`config.mk`:
```
export PLATFORM = sky130hd
export DESIGN_NAME = pipelined_adder
export DESIGN_NICKNAME = d
export VERILOG_FILES = /design/src/rtl/adder_pkg.sv /design/src/rtl/chunk_adder.sv /design/src/rtl/pipelined_adder.sv
export SDC_FILE = /design/constraint.sdc
export NUM_CORES = 1
export LEC_CHECK = 0
export CORE_UTILIZATION = 51
export CTS_BUF_LIST = sky130_fd_sc_hd__clkbuf_2 sky130_fd_sc_hd__clkbuf_4 sky130_fd_sc_hd__clkbuf_8
export DETAILED_ROUTE_END_ITERATION = 8
export GPL_TIMING_DRIVEN = 0
export PLACE_DENSITY = 0.76
export SYNTH_ARGS = -nofsm -noshare
export SYNTH_HDL_FRONTEND = slang
export SYNTH_SLANG_ARGS = --single-unit
```
`constraint.sdc`:
```
create_clock -name clk -period 2.9 [get_ports clk]
set_clock_uncertainty 0.2 [all_clocks]
set_input_delay 0.725 -clock clk [delete_from_list [all_inputs] [get_ports clk]]
set_output_delay 0.725 -clock clk [all_outputs]
set_load 0.05 [all_outputs]
```
`src/rtl/adder_pkg.sv`:
```
// adder_pkg: shared constants and types for the pipelined adder.
//   ADDER_WIDTH   default operand/sum width.
//   ADDER_CHUNK   default number of bits added per pipeline stage.
//   adder_stage_t record describing what one stage holds at the default
//                 geometry: valid, carry, partial sum and the operand bits
//                 not yet added. pipelined_adder keeps the same fields per
//                 stage, sized by its own WIDTH/CHUNK, with the operand
//                 remainders trimmed to exactly the bits still to be added.
// Optional feature macro: ADDER_OVERFLOW_EN (adds the signed overflow bit).
package adder_pkg;

  localparam int ADDER_WIDTH = 16;
  localparam int ADDER_CHUNK = 4;

  typedef struct packed {
    logic                   valid;
    logic                   carry;
`ifdef ADDER_OVERFLOW_EN
    logic                   ovf;
`endif
    logic [ADDER_WIDTH-1:0] psum;
    logic [ADDER_WIDTH-1:0] a_rem;
    logic [ADDER_WIDTH-1:0] b_rem;
  } adder_stage_t;

endpackage

```
`src/rtl/chunk_adder.sv`:
```
// chunk_adder: combinational CHUNK-bit ripple-carry adder built from
// full-adder cells.
//   a, b  CHUNK-bit operands
//   cin   carry into bit 0
//   sum   CHUNK-bit sum
//   cout  carry out of bit CHUNK-1
//   cmsb  carry into bit CHUNK-1 (cmsb ^ cout gives signed overflow when
//         this chunk holds the operand MSB)
module chunk_adder #(
  parameter int CHUNK = 4
) (
  input  logic [CHUNK-1:0] a,
  input  logic [CHUNK-1:0] b,
  input  logic             cin,
  output logic [CHUNK-1:0] sum,
  output logic             cout,
  output logic             cmsb
);

  logic [CHUNK:0] c;

  assign c[0] = cin;

  for (genvar i = 0; i < CHUNK; i++) begin : g_fa
    assign sum[i]   = a[i] ^ b[i] ^ c[i];
    assign c[i + 1] = (a[i] & b[i]) | (c[i] & (a[i] ^ b[i]));
  end

  assign cout = c[CHUNK];
  assign cmsb = c[CHUNK-1];

endmodule

```
`src/rtl/pipelined_adder.sv`:
```
// pipelined_adder: sum = a + b + cin over WIDTH bits, added CHUNK bits per
// pipeline stage (N = WIDTH/CHUNK stages, latency N, throughput 1/cycle).
// WIDTH must be a positive multiple of CHUNK.
//   clk, rst             rising-edge clock, synchronous active-high reset
//   in_valid / in_ready  operand handshake (in_ready forced low in reset)
//   a, b, cin            operands and carry in
//   out_valid/out_ready  result handshake
//   sum, cout            registered sum and carry out of bit WIDTH-1
//   overflow             registered signed overflow (only when the macro
//                        ADDER_OVERFLOW_EN is defined)
//
// Handshake: a transfer happens on a rising edge where valid && ready are
// both high. Stage k is ready when it is empty or the stage after it is
// ready (the stage after the last is out_ready), and a ready stage always
// loads whatever its upstream offers, valid or bubble. This lets valid
// entries slide into empty slots while the output is stalled, and lets a
// full pipeline accept and emit in the same cycle. A producer holds its
// data stable while valid && !ready.
module pipelined_adder
  import adder_pkg::*;
#(
  parameter int WIDTH = ADDER_WIDTH,
  parameter int CHUNK = ADDER_CHUNK
) (
  input  logic             clk,
  input  logic             rst,
  input  logic             in_valid,
  output logic             in_ready,
  input  logic [WIDTH-1:0] a,
  input  logic [WIDTH-1:0] b,
  input  logic             cin,
  output logic             out_valid,
  input  logic             out_ready,
  output logic [WIDTH-1:0] sum,
  output logic             cout
`ifdef ADDER_OVERFLOW_EN
  ,
  output logic             overflow
`endif
);

  localparam int N = WIDTH / CHUNK;

  // rdy[k] is the ready of stage k; rdy[N] is the downstream ready.
  logic [N:0] rdy;

  assign rdy[N]   = out_ready;
  assign in_ready = rdy[0] && !rst;

  for (genvar k = 0; k < N; k++) begin : g_stage
    // Operand bits not yet added when entering this stage.
    localparam int IW = WIDTH - k * CHUNK;

    logic [IW-1:0]    a_in;
    logic [IW-1:0]    b_in;
    logic             vin;
    logic             ci;
    logic [WIDTH-1:0] psum_in;
    logic [WIDTH-1:0] psum_nxt;
    logic [CHUNK-1:0] s;
    logic             co;
    logic             cm;

    // Stage registers: valid, carry out of this chunk, accumulated sum.
    logic             v_q;
    logic             c_q;
    logic [WIDTH-1:0] p_q;

    if (k == 0) begin : g_src
      assign vin     = in_valid;
      assign ci      = cin;
      assign psum_in = '0;
      assign a_in    = a;
      assign b_in    = b;
    end else begin : g_src
      assign vin     = g_stage[k-1].v_q;
      assign ci      = g_stage[k-1].c_q;
      assign psum_in = g_stage[k-1].p_q;
      assign a_in    = g_stage[k-1].g_rem.a_q;
      assign b_in    = g_stage[k-1].g_rem.b_q;
    end

    chunk_adder #(.CHUNK(CHUNK)) u_chunk (
      .a    (a_in[CHUNK-1:0]),
      .b    (b_in[CHUNK-1:0]),
      .cin  (ci),
      .sum  (s),
      .cout (co),
      .cmsb (cm)
    );

    // Lower chunks pass through; this stage fills in its own chunk.
    always_comb begin
      psum_nxt                    = psum_in;
      psum_nxt[k*CHUNK +: CHUNK]  = s;
    end

    assign rdy[k] = !v_q || rdy[k+1];

    always_ff @(posedge clk) begin
      if (rst) begin
        v_q <= 1'b0;
        c_q <= 1'b0;
        p_q <= '0;
      end else if (rdy[k]) begin
        v_q <= vin;
        c_q <= co;
        p_q <= psum_nxt;
      end
    end

    // Upper operand chunks still to be added travel with the entry; the
    // last stage has nothing left to carry forward.
    if (k < N - 1) begin : g_rem
      logic [IW-CHUNK-1:0] a_q;
      logic [IW-CHUNK-1:0] b_q;

      always_ff @(posedge clk) begin
        if (rst) begin
          a_q <= '0;
          b_q <= '0;
        end else if (rdy[k]) begin
          a_q <= a_in[IW-1:CHUNK];
          b_q <= b_in[IW-1:CHUNK];
        end
      end
    end

`ifdef ADDER_OVERFLOW_EN
    // Only the top chunk sees the operand MSB, so only it can flag overflow.
    if (k == N - 1) begin : g_ovf
      logic o_q;

      always_ff @(posedge clk) begin
        if (rst) begin
          o_q <= 1'b0;
        end else if (rdy[k]) begin
          o_q <= cm ^ co;
        end
      end
    end
`endif
  end

  assign out_valid = g_stage[N-1].v_q;
  assign sum       = g_stage[N-1].p_q;
  assign cout      = g_stage[N-1].c_q;
`ifdef ADDER_OVERFLOW_EN
  assign overflow  = g_stage[N-1].g_ovf.o_q;
`endif

endmodule

```
* Yosys cells after proc, flatten, opt, wreduce, memory -nomap -nowiden
Index checks and enable logic that the tools add are counted.
** Cells by class
- Bitwise operators :: 80
- Reduce and logical (&&, ||, !) cells :: 10
** Operators with widths (count)
- 1-bit AND :: 32
- 1-bit bitwise XOR :: 32
- 1-bit OR :: 16
- 1-bit zero test :: 5
- 1-bit logical OR :: 4
- 1-bit logical AND :: 1
** Storage, ports and cells
- Register bits after elaboration :: 96
- Output and inout bits :: 19

* Longest topological paths before layout
- Word-level depth :: 9
- Depth in mapped cells :: 8
- Depth with buffers taken out :: 8

* By module
From an unflattened synthesis, not the netlist that was laid out.
** Unflattened totals
- Cells, all modules :: 472
- Area total of the unflattened synthesis :: 3873.7 um^2
** By module, submodules not included
- pipelined_adder :: times used 1, cells an instance 424, area an instance 3433.3 um^2, sequential area each 1921.8 um^2
- chunk_adder :: times used 4, cells an instance 12, area an instance 110.1 um^2, sequential area each 0.0 um^2

* Least setup slack after synthesis
Ideal clock, no wire load.
- Path type :: input -> output
- Start point :: input out_ready
- End point :: output in_ready
- Arrival :: 1.975 ns
- Data required time :: 1.975 ns
- Setup slack :: 0.000 ns
- Stages :: 4
- Cell sequence :: and4b_1 > buf_2 > buf_2 > a21oi_1
** On the way
- Cells in the longest elaborated chain, start to end :: 5
** RTL lines
- start, declared :: RTL line pipelined_adder.sv:33 : input logic out_ready,
- 1-bit logical OR (4 in a row) :: RTL line pipelined_adder.sv:98 : assign rdy[k] = !v_q || rdy[k+1];
- 1-bit logical AND :: RTL line pipelined_adder.sv:48 : assign in_ready = rdy[0] && !rst;
- end, declared :: RTL line pipelined_adder.sv:28 : output logic in_ready,
Every way passes these cells.

* Worst setup path in the final report
Same ends and word-level chain as after synthesis.

==> reports/metrics.yaml <==
place_area_um2: 4480
post-route-period-util: 0.969
io_buffers: 54
drc: 0
holdWs_ns: 0.251
cap_viol_max_count: 0
cts_tree: "yes"
drtPass1Iterations: 4
final_area_um2: 4680
synth_nets: 509
worstMarginPinSlew_ns: 0.752
fin_ws_ns: 0.0909
vdd_ir_drop_max_v: 0.000345
critPathCaptureType: "output pin"
slew_viol_final: 0
vias: 3140
start_util: 0.526
outcome: "complete, no violations"
core_um2: 7250
row_count: 31
dpl_worst_slack_ns: -0.796
crit_path_top_delay_cell: "dlygate4sd2_1"
h-tree-depth: 3
cp_top_family: "buffers and inverters"
ys.flop_type: "dfxtp_1"
grt_pass1_vias: 2884
power_leakage_nw: 1.73
path_class: "input pin to output pin"
clk_path_buf_depth: 2
hpwlAfterDp_mm: 6.22
yosysTopAreaCellShare: 0.504
yosys.area.top_type: "dfxtp_1"
grt_max_degree: 16
fin_crit_ns: 2.81
yosys_warnings: 0
seq_area_frac_synth: 0.504
drt_wl_total_mm: 8.40
drive_above_1_share: 0.0705
path_cells: "dlygate4sd2_1 -> and4b_1 -> buf_2 -> a21oi_2 -> buf_4"
cts_sinks: 96
die-height_um: 88.5
grt.overflow.total: 0
netlist_instances: 456
worst-path-max-fanout: 15
avgSynthCellArea_um2: 8.36
ios: 56
critical_path_required_ns: 1.98
syn_area_um2: 3810
max_slew_margin: 0.499
final.setup.tns_ns: 0
cpPeakStageDelay_ns: 0.30
wl_per_cell_um: 13.5
yosysMostFrequentCell: "nand2_1"
hp-class: "flop to flop"
grt_antenna_before_repair: 0
ys_ff_latch: 96
place_congestion: 0.808
ant_nets: 0
synth.distinct_cells: 21
critPathLaunchType: "input pin"
rsz0062_at_grt: "false"
power_density_nw_per_um2: 546
crit_arrival_ns: 1.88
clk_pin_slew_ns: 0.08
dieArea_um2: 7830
ys_top_cells_by_count: "nand2_1 (109), dfxtp_1 (96), a21oi_1 (83), inv_1 (29)"
fillers: 652
path_buf_inv: 3
synth-edff-count: 0
grt_pass1_wl_mm: 13.8
stdcell_count: 624
drt_iter0_drc: 161
clk_latency_ns: 0.35
placed_cells: 609
nNetsFinal: 573
synthArstFlopShare: 0
cts_root_buffer: "clkbuf_8"
cts_hold_buf: 0
area_growth_pct: 22.6
hold_viol_final: 0
die_w_um: 88.5
max_freq_mhz: 356
vias_per_cell: 5.03
grt_usage: 0.232
synthTopCellsByArea: "dfxtp_1 (50%), a21oi_1 (11%), nand2_1 (11%)"
setup_viol: 0
numCtsBuffers: 9
antennaDiodeCount: 0
## worst reg2reg max path: cells and delay by family (launching register included)
family                     cells  cell delay [ns]
AOI/OAI and AO/OA              1             0.18
adders and majority gates      4             1.37
buffers and inverters          3             0.21
DFF                            1             0.34
## metal layers
layer / global-route usage / vias to the layer above / share of wire
met1: 0.329 / 1441 / 0.47
met3: 0.0280 / 11 / 0.035
met5: 0 / - / 0
met4: 0.0880 / 0 / 0.016
li1: - / 1610 / -
met2: 0.366 / 78 / 0.47
## timing repair
| item | CTS | global route |
|---|---|---|
| endpoints found under the setup margin | 1 | 1 |
| gates resized for setup | 7 | 2 |
| endpoints found under the hold margin | 0 | 0 |
| setup buffers | 0 | 0 |
## power by group
| part | internal [mW] | switching (mW) |
|---|---|---|
| Combinational | 0.116 | 0.142 |
| Sequential | 1.39 | 0.0392 |
| Clock | 0.419 | 0.449 |
| Total | 1.92 | 0.631 |
## metrics by stage
stage | power, mW | utilization
floorplan | 1.60 | -
global placement | 1.70 | 0.618
detailed placement | 1.71 | 0.618
CTS | 2.56 | 0.644
global route | 2.66 | 0.645
finish | 2.55 | 0.645
## path summary, 6_finish.rpt
| check | start | endpoint | slack [ns] | depth (start not counted) |
|---|---|---|---|---|
| hold reg to reg | sum[8]$_SDFFE_PP0P_ | sum[8]$_SDFFE_PP0P_ | 0.25 | 2 |
| setup / recovery | out_ready | in_ready | 0.09 | 5 |
| setup reg to reg | g_stage[0].c_q$_SDFFE_PP0N_ | g_stage[1].p_q[7]$_SDFFE_PP0P_ | 0.53 | 8 |
| hold / removal | sum[8]$_SDFFE_PP0P_ | sum[8]$_SDFFE_PP0P_ | 0.25 | 2 |
## layout make-up
class / instances / area (um^2) / area share
Tap cell: 99 / 124 / 0.0265
Clock buffer: 11 / 139 / 0.0297
Timing Repair Buffer: 54 / 537 / 0.115
Sequential cell: 96 / 1920 / 0.411
Clock inverter: 5 / 56.3 / 0.0120
Multi-Input combinational cell: 295 / 1640 / 0.350
Inverter: 29 / 109 / 0.0233
Buffer: 35 / 151 / 0.0324
## placed cells by master (no fill, tap or decap), drive strengths merged
master,instances
a211oi,12
a21oi,83
and2b,1
and3b,1
and4b,1
buf,16
bufinv,1
clkbuf,31
clkdlybuf4s50,52
clkinv,2
clkinvlp,1
dfxtp,96
dlygate4sd2,1
fa,16
inv,30
nand2,109
nand2b,1
nand3,26
nand3b,1
nand4b,1
nor2,14
nor3,3
o21ai,26
## sequential cells by signal (all words and copies together), names as in the netlist
name               flops
sum                   16
out_valid              1
g_stage.v_q            3
cout                   1
g_stage.g_rem.a_q     24
g_stage.g_rem.b_q     24
g_stage.p_q           24
g_stage.c_q            3
## kinds of logic (layout without fill, tap and decap cells)
logic type               Yosys count  in the layout  share of synthesized area
buffers and inverters             65            134                     0.0696
flip-flops                        96             96                      0.504
AO/OA/AOI/OAI                    121            121                      0.171
adder cells (fa/ha/maj)           16             16                     0.0840
AND/OR/NAND/NOR                  158            158                      0.172
No activity file was read; power rests on OpenSTA's default activity.
